### src/rtl/serial_alu_sequencer.sv
// Bit-serial ALU controller: runs one WIDTH-bit AND/OR/ADD/SUB/SLT through an
// external 1-bit ALU slice, LSB first, and reports result, zero, carry and overflow.
module serial_alu_sequencer #(
    parameter int WIDTH = 8,
    parameter int CNTW  = $clog2(WIDTH)
) (
    input  logic             clk,
    input  logic             rst_n,
    input  logic             start,
    input  logic [2:0]       op,
    input  logic [WIDTH-1:0] a,
    input  logic [WIDTH-1:0] b,
    output logic             busy,
    output logic             done,
    output logic [WIDTH-1:0] result,
    output logic             zero,
    output logic             cout,
    output logic             overflow,
    output logic             slice_a,
    output logic             slice_b,
    output logic             slice_cin,
    output logic             slice_less,
    output logic [2:0]       slice_op,
    input  logic             slice_result,
    input  logic             slice_cout,
    input  logic             slice_set
);

    typedef enum logic [1:0] {IDLE, RUN, DONE} state_t;

    state_t           state, state_nxt;
    logic [WIDTH-1:0] a_sh, b_sh;
    logic [WIDTH-2:0] res_sh;
    logic             carry_r;
    logic [CNTW-1:0]  idx;
    logic [2:0]       op_r;
    logic             slt_r;
    logic             msb_cin, msb_cout;

    logic             accept, last_bit, slt_bit;
    logic [WIDTH-1:0] res_next, final_res;

    assign accept   = (state == IDLE) && start;
    assign last_bit = (state == RUN) && (idx == CNTW'(WIDTH - 1));

    // NOTE: sequential state uses non-blocking assignments so every register
    // samples the pre-edge values regardless of statement order.
    always_ff @(posedge clk or negedge rst_n) begin
        if (!rst_n) state <= IDLE;
        else        state <= state_nxt;
    end

    // NOTE: next state is defaulted before the case so no path infers a latch.
    always_comb begin
        state_nxt = state;
        case (state)
            IDLE:    if (start) state_nxt = RUN;
            RUN:     if (last_bit) state_nxt = DONE;
            DONE:    state_nxt = IDLE;
            default: state_nxt = IDLE;
        endcase
    end

    assign busy = (state == RUN);
    assign done = (state == DONE);

    always_comb begin
        slice_a    = 1'b0;
        slice_b    = 1'b0;
        slice_cin  = 1'b0;
        slice_less = 1'b0;
        slice_op   = 3'b000;
        if (state == RUN) begin
            slice_a   = a_sh[0];
            slice_b   = b_sh[0];
            slice_cin = carry_r;
            slice_op  = op_r;
        end
    end

    // The last slice bit is folded in combinationally so all flags land on
    // the same edge that raises done.
    always_comb begin
        res_next  = {slice_result, res_sh};
        slt_bit   = slice_set ^ carry_r ^ slice_cout;
        final_res = slt_r ? {{(WIDTH-1){1'b0}}, slt_bit} : res_next;
    end

    always_ff @(posedge clk or negedge rst_n) begin
        if (!rst_n) begin
            a_sh     <= '0;
            b_sh     <= '0;
            res_sh   <= '0;
            carry_r  <= 1'b0;
            idx      <= '0;
            op_r     <= 3'b000;
            slt_r    <= 1'b0;
            msb_cin  <= 1'b0;
            msb_cout <= 1'b0;
            result   <= '0;
            zero     <= 1'b1;
        end else if (accept) begin
            a_sh <= a;
            b_sh <= b;
            idx  <= '0;
            if (op[1:0] == 2'b11) begin
                // SLT is a subtract whose sign is corrected afterwards
                op_r    <= 3'b110;
                slt_r   <= 1'b1;
                carry_r <= 1'b1;
            end else begin
                op_r    <= op;
                slt_r   <= 1'b0;
                carry_r <= op[2];
            end
        end else if (state == RUN) begin
            a_sh    <= {1'b0, a_sh[WIDTH-1:1]};
            b_sh    <= {1'b0, b_sh[WIDTH-1:1]};
            res_sh  <= res_next[WIDTH-1:1];
            carry_r <= slice_cout;
            idx     <= idx + 1'b1;
            if (last_bit) begin
                msb_cin  <= carry_r;
                msb_cout <= slice_cout;
                result   <= final_res;
                zero     <= (final_res == '0);
            end
        end
    end

    assign cout     = msb_cout;
    assign overflow = msb_cin ^ msb_cout;

endmodule
### config.mk
export PLATFORM = sky130hd
export DESIGN_NAME = serial_alu_sequencer
export DESIGN_NICKNAME = d
export VERILOG_FILES = /design/src/rtl/serial_alu_sequencer.sv
export SDC_FILE = /design/constraint.sdc
export NUM_CORES = 1
export LEC_CHECK = 0
export BUFFER_PORTS_ARGS = -buffer_cell sky130_fd_sc_hd__buf_2
export CORE_ASPECT_RATIO = 1.4
export CORE_UTILIZATION = 57
export DETAILED_ROUTE_END_ITERATION = 7
export PLACE_DENSITY = 0.83
export SLEW_MARGIN = 40
export SYNTH_ARGS = -nofsm -noshare
export SYNTH_HDL_FRONTEND = slang
export SYNTH_SLANG_ARGS = --single-unit
export TNS_END_PERCENT = 50
### constraint.sdc
create_clock -name clk -period 2.3 [get_ports clk]
set_input_delay 0.115 -clock clk [delete_from_list [all_inputs] [get_ports clk]]
set_output_delay 0.115 -clock clk [all_outputs]
set_load 0.01 [all_outputs]
Word level (Yosys, flattened, before mapping)
Cells that the tools add are included.
{ "word_totals": {"reg_bits": 44, "inputBits": 25, "out_inout_bits": 20, "word_cells": 50} }
{ "op_classes": {"n_addsub": 1, "eq_ne": 6, "mux": 19, "bitwise_logic": 4, "reduce_logical": 8} }
{ "ops": {"columns": ["op", "count"], "rows": [
  ["8-bit two-way mux", 5],
  ["3-bit two-way mux", 4],
  ["8-bit logical NOT", 1],
  ["1-bit two-way mux", 7],
  ["2-bit == test, second input constant", 2],
  ["2-bit two-way mux", 2],
  ["2-bit one-hot mux with 2 select lines", 1],
  ["2-bit AND reduction", 2],
  ["3-bit by 1-bit adder with 3-bit output, second input constant", 1],
  ["3-bit == test, second input constant", 1],
  ["3-bit AND reduction", 1],
  ["1-bit bitwise XOR", 3],
  ["2-bit by 1-bit == test with 1-bit output, second input constant", 1],
  ["1-bit logical AND", 2],
  ["2-bit logical NOT", 1],
  ["2-bit by 1-bit != test with 1-bit output, second input constant", 1],
  ["2-bit != test, second input constant", 1],
  ["2-bit nonzero test", 1],
  ["1-bit NOT", 1]
]} }

Depth between registers and ports, before layout
{ "depth": {"ltp_word": 4, "depth_mapped": 7, "depth_no_buf": 5} }

Worst setup path after synthesis
Ideal clock, no wire load.
{ "synth_timing": {"path_type": "register to register", "startpoint": "register idx[0]", "endpoint": "register msb_cout (netlist: cout)", "setup_time_ns": 0.125, "arrival_time_ns": 1.311, "required_time_ns": 2.175, "path_slack_ns": 0.864, "stages_incl_launch_ff": 6, "path_buffers": 1, "period_less_slack_ns": 1.436, "cell_sequence": "dfrtp_1 ha_1 ha_1 nand3b_1 buf_2 mux2_2"} }
{ "synth_via": {"elab_chain_len": 3} }
{ "synth_lines": {"columns": ["item", "line", "source"], "rows": [
  ["start, declared", "35", "logic [CNTW-1:0] idx;"],
  ["start signal, assigned", "121", "idx <= idx + 1'b1;"],
  ["3-bit == test", "44", "assign last_bit = (state == RUN) && (idx == CNTW'(WIDTH - 1));"],
  ["1-bit logical AND", "44", null],
  ["3-bit AND reduction (no line)", null, null],
  ["end signal, assigned", "124", "msb_cout <= slice_cout;"],
  ["end, declared", "38", "logic msb_cin, msb_cout;"]
]} }
No other way between the ends.
A chain may end at the register's enable or synchronous reset.

Worst setup path in the final report
{ "layout_timing": {"startpoint": "register state[1]", "endpoint": "output port slice_op[1]"} }
{ "layout_via": {"elab_chain_len": 2} }
{ "layout_lines": {"columns": ["item", "line", "source"], "rows": [
  ["start, declared", "31", "state_t state, state_nxt;"],
  ["start signal, assigned", "50", "else state <= state_nxt;"],
  ["2-bit by 1-bit == test with 1-bit output", "73", "if (state == RUN) begin"],
  ["3-bit two-way mux", "73", null],
  ["end, declared", "23", "output logic [2:0] slice_op,"]
]} }
No other way between the ends.

==> results.md <==
- The flow ran to the end, and the final reports show no timing, DRC or antenna violations.
- Measured against its own limit, the worst slew margin works out to 56.6%.
- The depth of the worst register-to-register path is 4.
- At the worst endpoint, the arrival time is 1.76 ns.
- In this run, the clock network consumes 17.0% of the power.
- The floorplan die area is 3760 um2.
- On the final layout, the worst hold slack is 0.0878 ns.
- In the global route stage, overall resource usage came out at 25.8%.
- During synthesis, Yosys emitted a total of 0 warnings.
- The clock tree root driver cell is sky130_fd_sc_hd__clkbuf_8.
- Clock latency on the worst-skew pair, taken at its later pin, is 0.31 ns.
- The detail route stage leaves a number of antenna-violating nets equal to 0.
- In this run the mean area of a mapped cell was 11.1 um2.
- Using the TritonRoute via totals, the vias-per-cell ratio works out to 6.01.
- Power spread over the standard cell area amounts to 1270 nW/um2.
- The final weighted congestion in routability-driven placement is 0.771.
- The post-cts sizing count is 0.
- TritonCTS built the clock tree.
- Summing all multi-input logic gate instances after layout gives 826 um2.
- After synthesis, the share of flip-flops with an asynchronous set or reset is 100%.
- The number of antenna violations at the first check in global routing was 0.
- The number of nets in the synthesized netlist is 207.
- The depth of the CTS H-tree is 2.
- The share of the Yosys chip area taken by registers is 55.0%.
- The number of primary I/O pins is 45.
- In this run the critical register-to-register path is captured at msb_cin.
- The startpoint identified for the worst register-to-register timing path is state[1].
- For the final routed database, the setup TNS stands at 0 ns.
- The most common cell after layout, fill and taps aside is sky130_fd_sc_hd__dfrtp_1.
- The total setup violations reported at the end of the flow is 0.
- The worst hold path was traced through 3 stages.
- By area the synthesized netlist is led by sky130_fd_sc_hd__dfrtp_1 (54%), sky130_fd_sc_hd__a22oi_1 (12%), sky130_fd_sc_hd__o21ai_0 (6.5%).
- Setup slack on the worst reg-to-reg path comes out at 0.60 ns.
- The count of distinct cell types in the synthesized netlist is 32.
- From synthesis to final layout, the design area changed by 17.4%.
- The number of global-route vias before repair is 1,513.
- The number of antenna diodes in the final layout is 0.
- The worst-case vdd ir drop is 0.000841 V.
- The pin count of the biggest net entering global routing is 45.
- Summed over all nets, the half-perimeter wirelength after detailed placement is 3.12 mm.
- The maximum count of clock buffers along a single path is 2.
- The part of the total power dissipated in combinational logic is 38.1%.
- The tool flagged a number of max-cap violations equal to 0.
- Setup repair after global routing left no endpoint under its margin.
- The transition at the pin with the smallest max-transition slack is 0.648 ns.
- The number of flip-flops and latches in the synthesized netlist is 44.
- The number of sinks handled by clock tree synthesis is 44.
- The number of DRC markers in iteration 0 is 47.
- The synthesized design contains 0 enable-type register cells.
- The worst path in the final design needs a cycle of 1.88 ns, including I/O delays and setup.
- STA classifies the critical path startpoint as a flip-flop.
- The cell taking the most area after synthesis is sky130_fd_sc_hd__dfrtp_1.
- The global route total overflow is 0.
- The switching power as a share of total power is 37.0%.
- The critical path is of the reg -> out type.
- The wire length of the first global-routing pass is 7.01 mm.
- In this run the most critical hold path is launched from op[2].
- The count of port buffers added during placement is 43.
- The largest clock skew in the final design is 0.0103 ns.
- After detailed routing, the number of remaining DRC violations is 0.
- In this run the core area contains 25 standard-cell rows.
- The detailed-route wire length per cell is 16.9 um.
- TritonCTS created 5 clock buffers.
- The worst slack at placement is 0.645 ns.
- The end-of-flow core utilization is 69.6%.
- The kind of end point of the critical path is an output port.
- The area of all sequential standard cells is 1100 um2.
- The die is 72.2 um tall.
- The critical path starts at state[1].
- The die is 52.1 um wide.
- The post-synthesis cell count is 180.
- The share of Yosys cell area claimed by the top area cell type is 53.7%.
- The clock-pin transition on the worst setup and hold timing paths is 0.09 ns.
- The static leakage power is 1.12 nW.
- The internal power summed over all cells is 1.89 mW.
- The dominant synthesized flop cell is sky130_fd_sc_hd__dfrtp_1.
- The upper clock frequency limit is 532 MHz.
- Summed over all layers, the routed wires come to 4.44 mm.
- The hold violation total from the final report is 0.
- After the last flow step, the layout net total stands at 249.
- The final setup slack of the worst path is 0.420 ns.
- The path class of the lowest-slack min-delay path is in -> reg.
- The via total after detailed routing is 1,580.
- Summed over all nets, the switching power comes to 1.11 mW.
- The worst hold path terminates at op_r[2].
- For this run, the detailed router's first-pass iteration total came to 5.
- In the layout the commonest cells are sky130_fd_sc_hd__dfrtp_1 (43), sky130_fd_sc_hd__buf_2 (42), sky130_fd_sc_hd__a22oi_1 (31), sky130_fd_sc_hd__o21ai_0 (26), sky130_fd_sc_hd__nand2_1 (18).
- The count of pins over their slew limit was 0.
- Once the floorplan was initialized, standard cells occupied 59.3% of the core.
- The share of cells above drive strength 1 is 32.7%.
- The region available for standard cell placement spans 3380 um2.
- The relative contribution of sequential cells to total power is 45.0%.
- Summing every instance area after synthesis gives 2000 um2.
- Along the worst path, the maximum fanout reaches 13.
- Dividing the final minimum period by the clock period gives 81.7%.
- Fill cells in the final layout number 267.
- The critical path required time is 2.18 ns.
## cell type report
class / count / area share (%)
well taps: 40 / 2.13
multi-input cells: 119 / 35.1
repair buffers: 49 / 11.3
inverters: 3 / 0.479
clock inverters: 2 / 0.638
clock buffers: 6 / 3.51
flip-flops and latches: 44 / 46.9
## power by group through the flow
stage / Clock [mW] / Sequential [mW] / Combinational [mW]
finish: 0.509 / 1.35 / 1.14
global route: 0.545 / 1.37 / 1.25
CTS: 0.518 / 1.34 / 1.15
detailed placement: 0 / 1.36 / 1.14
global placement: 0 / 1.33 / 1.07
floorplan: 0 / 1.32 / 0.755
## routing by layer
layer | GRT usage, % | up-vias | share of wire [%]
li1 | - | 734 | -
met4 | 10.2 | 0 | 1.5
met2 | 45.6 | 43 | 55
met3 | 5.45 | 8 | 4.1
met5 | 0 | - | 0
met1 | 29.7 | 795 | 39
## worst max-delay path by stage
stage | endpoint | slack, ns | depth (start not counted)
after detailed placement | msb_cin | 0.65 | 4
after global routing | slice_op[1] | 0.34 | 4
after CTS | slice_op[0] | 0.45 | 4
after global placement | a_sh[3] | 0.59 | 3
final | slice_op[1] | 0.42 | 4
after floorplan | cout | 0.86 | 5
## sequential cells by signal, indices dropped and copies added (netlist names)
signal,count
state,2
a_sh,8
slt_r,1
carry_r,1
zero,1
cout,1
result,8
idx,3
op_r,3
b_sh,8
res_sh,7
msb_cin,1
## cell usage after synthesis, types with 2 or more instances
cell,count
sky130_fd_sc_hd__mux2_2,11
sky130_fd_sc_hd__a22oi_1,31
sky130_fd_sc_hd__nor2b_1,3
sky130_fd_sc_hd__buf_2,6
sky130_fd_sc_hd__dfrtp_1,43
sky130_fd_sc_hd__nand3b_1,2
sky130_fd_sc_hd__clkbuf_1,4
sky130_fd_sc_hd__ha_1,2
sky130_fd_sc_hd__buf_4,2
sky130_fd_sc_hd__nand2_1,18
sky130_fd_sc_hd__clkbuf_2,2
sky130_fd_sc_hd__and2_1,7
sky130_fd_sc_hd__a22o_1,2
sky130_fd_sc_hd__o21ai_0,26
sky130_fd_sc_hd__clkinv_1,2
sky130_fd_sc_hd__a21oi_1,3
## cells by family after synthesis
group | synth area share (%)
flops | 55.0
xor+xnor | 1.62
mux | 6.68
fa+ha+maj | 1.25
compound gates | 22.0
other cells | 0.187
buf+inv | 4.06
simple gates | 9.18
## stage by stage
step / std cells / instance area [um2] / power (mW)
6_report: 263 / 2350 / 3.00
5_1_grt: 263 / 2350 / 3.17
4_1_cts: 263 / 2350 / 3.02
3_5_place_dp: 254 / 2240 / 2.50
3_3_place_gp: 254 / 2240 / 2.40
2_1_floorplan: 180 / 2000 / 2.08
## worst max-delay path, cell delays in order (launching register included)
cell	delay (ns)
sky130_fd_sc_hd__dfrtp_1	0.53
sky130_fd_sc_hd__nor2b_2	0.39
sky130_fd_sc_hd__buf_4	0.26
sky130_fd_sc_hd__and2_1	0.14
sky130_fd_sc_hd__buf_2	0.13
## what timing repair did
item                                   in CTS  in global routing
setup buffers                               0                  0
endpoints found under the hold margin      43                  0
hold buffers                                1                  0
(Power assumes the default switching activity.)
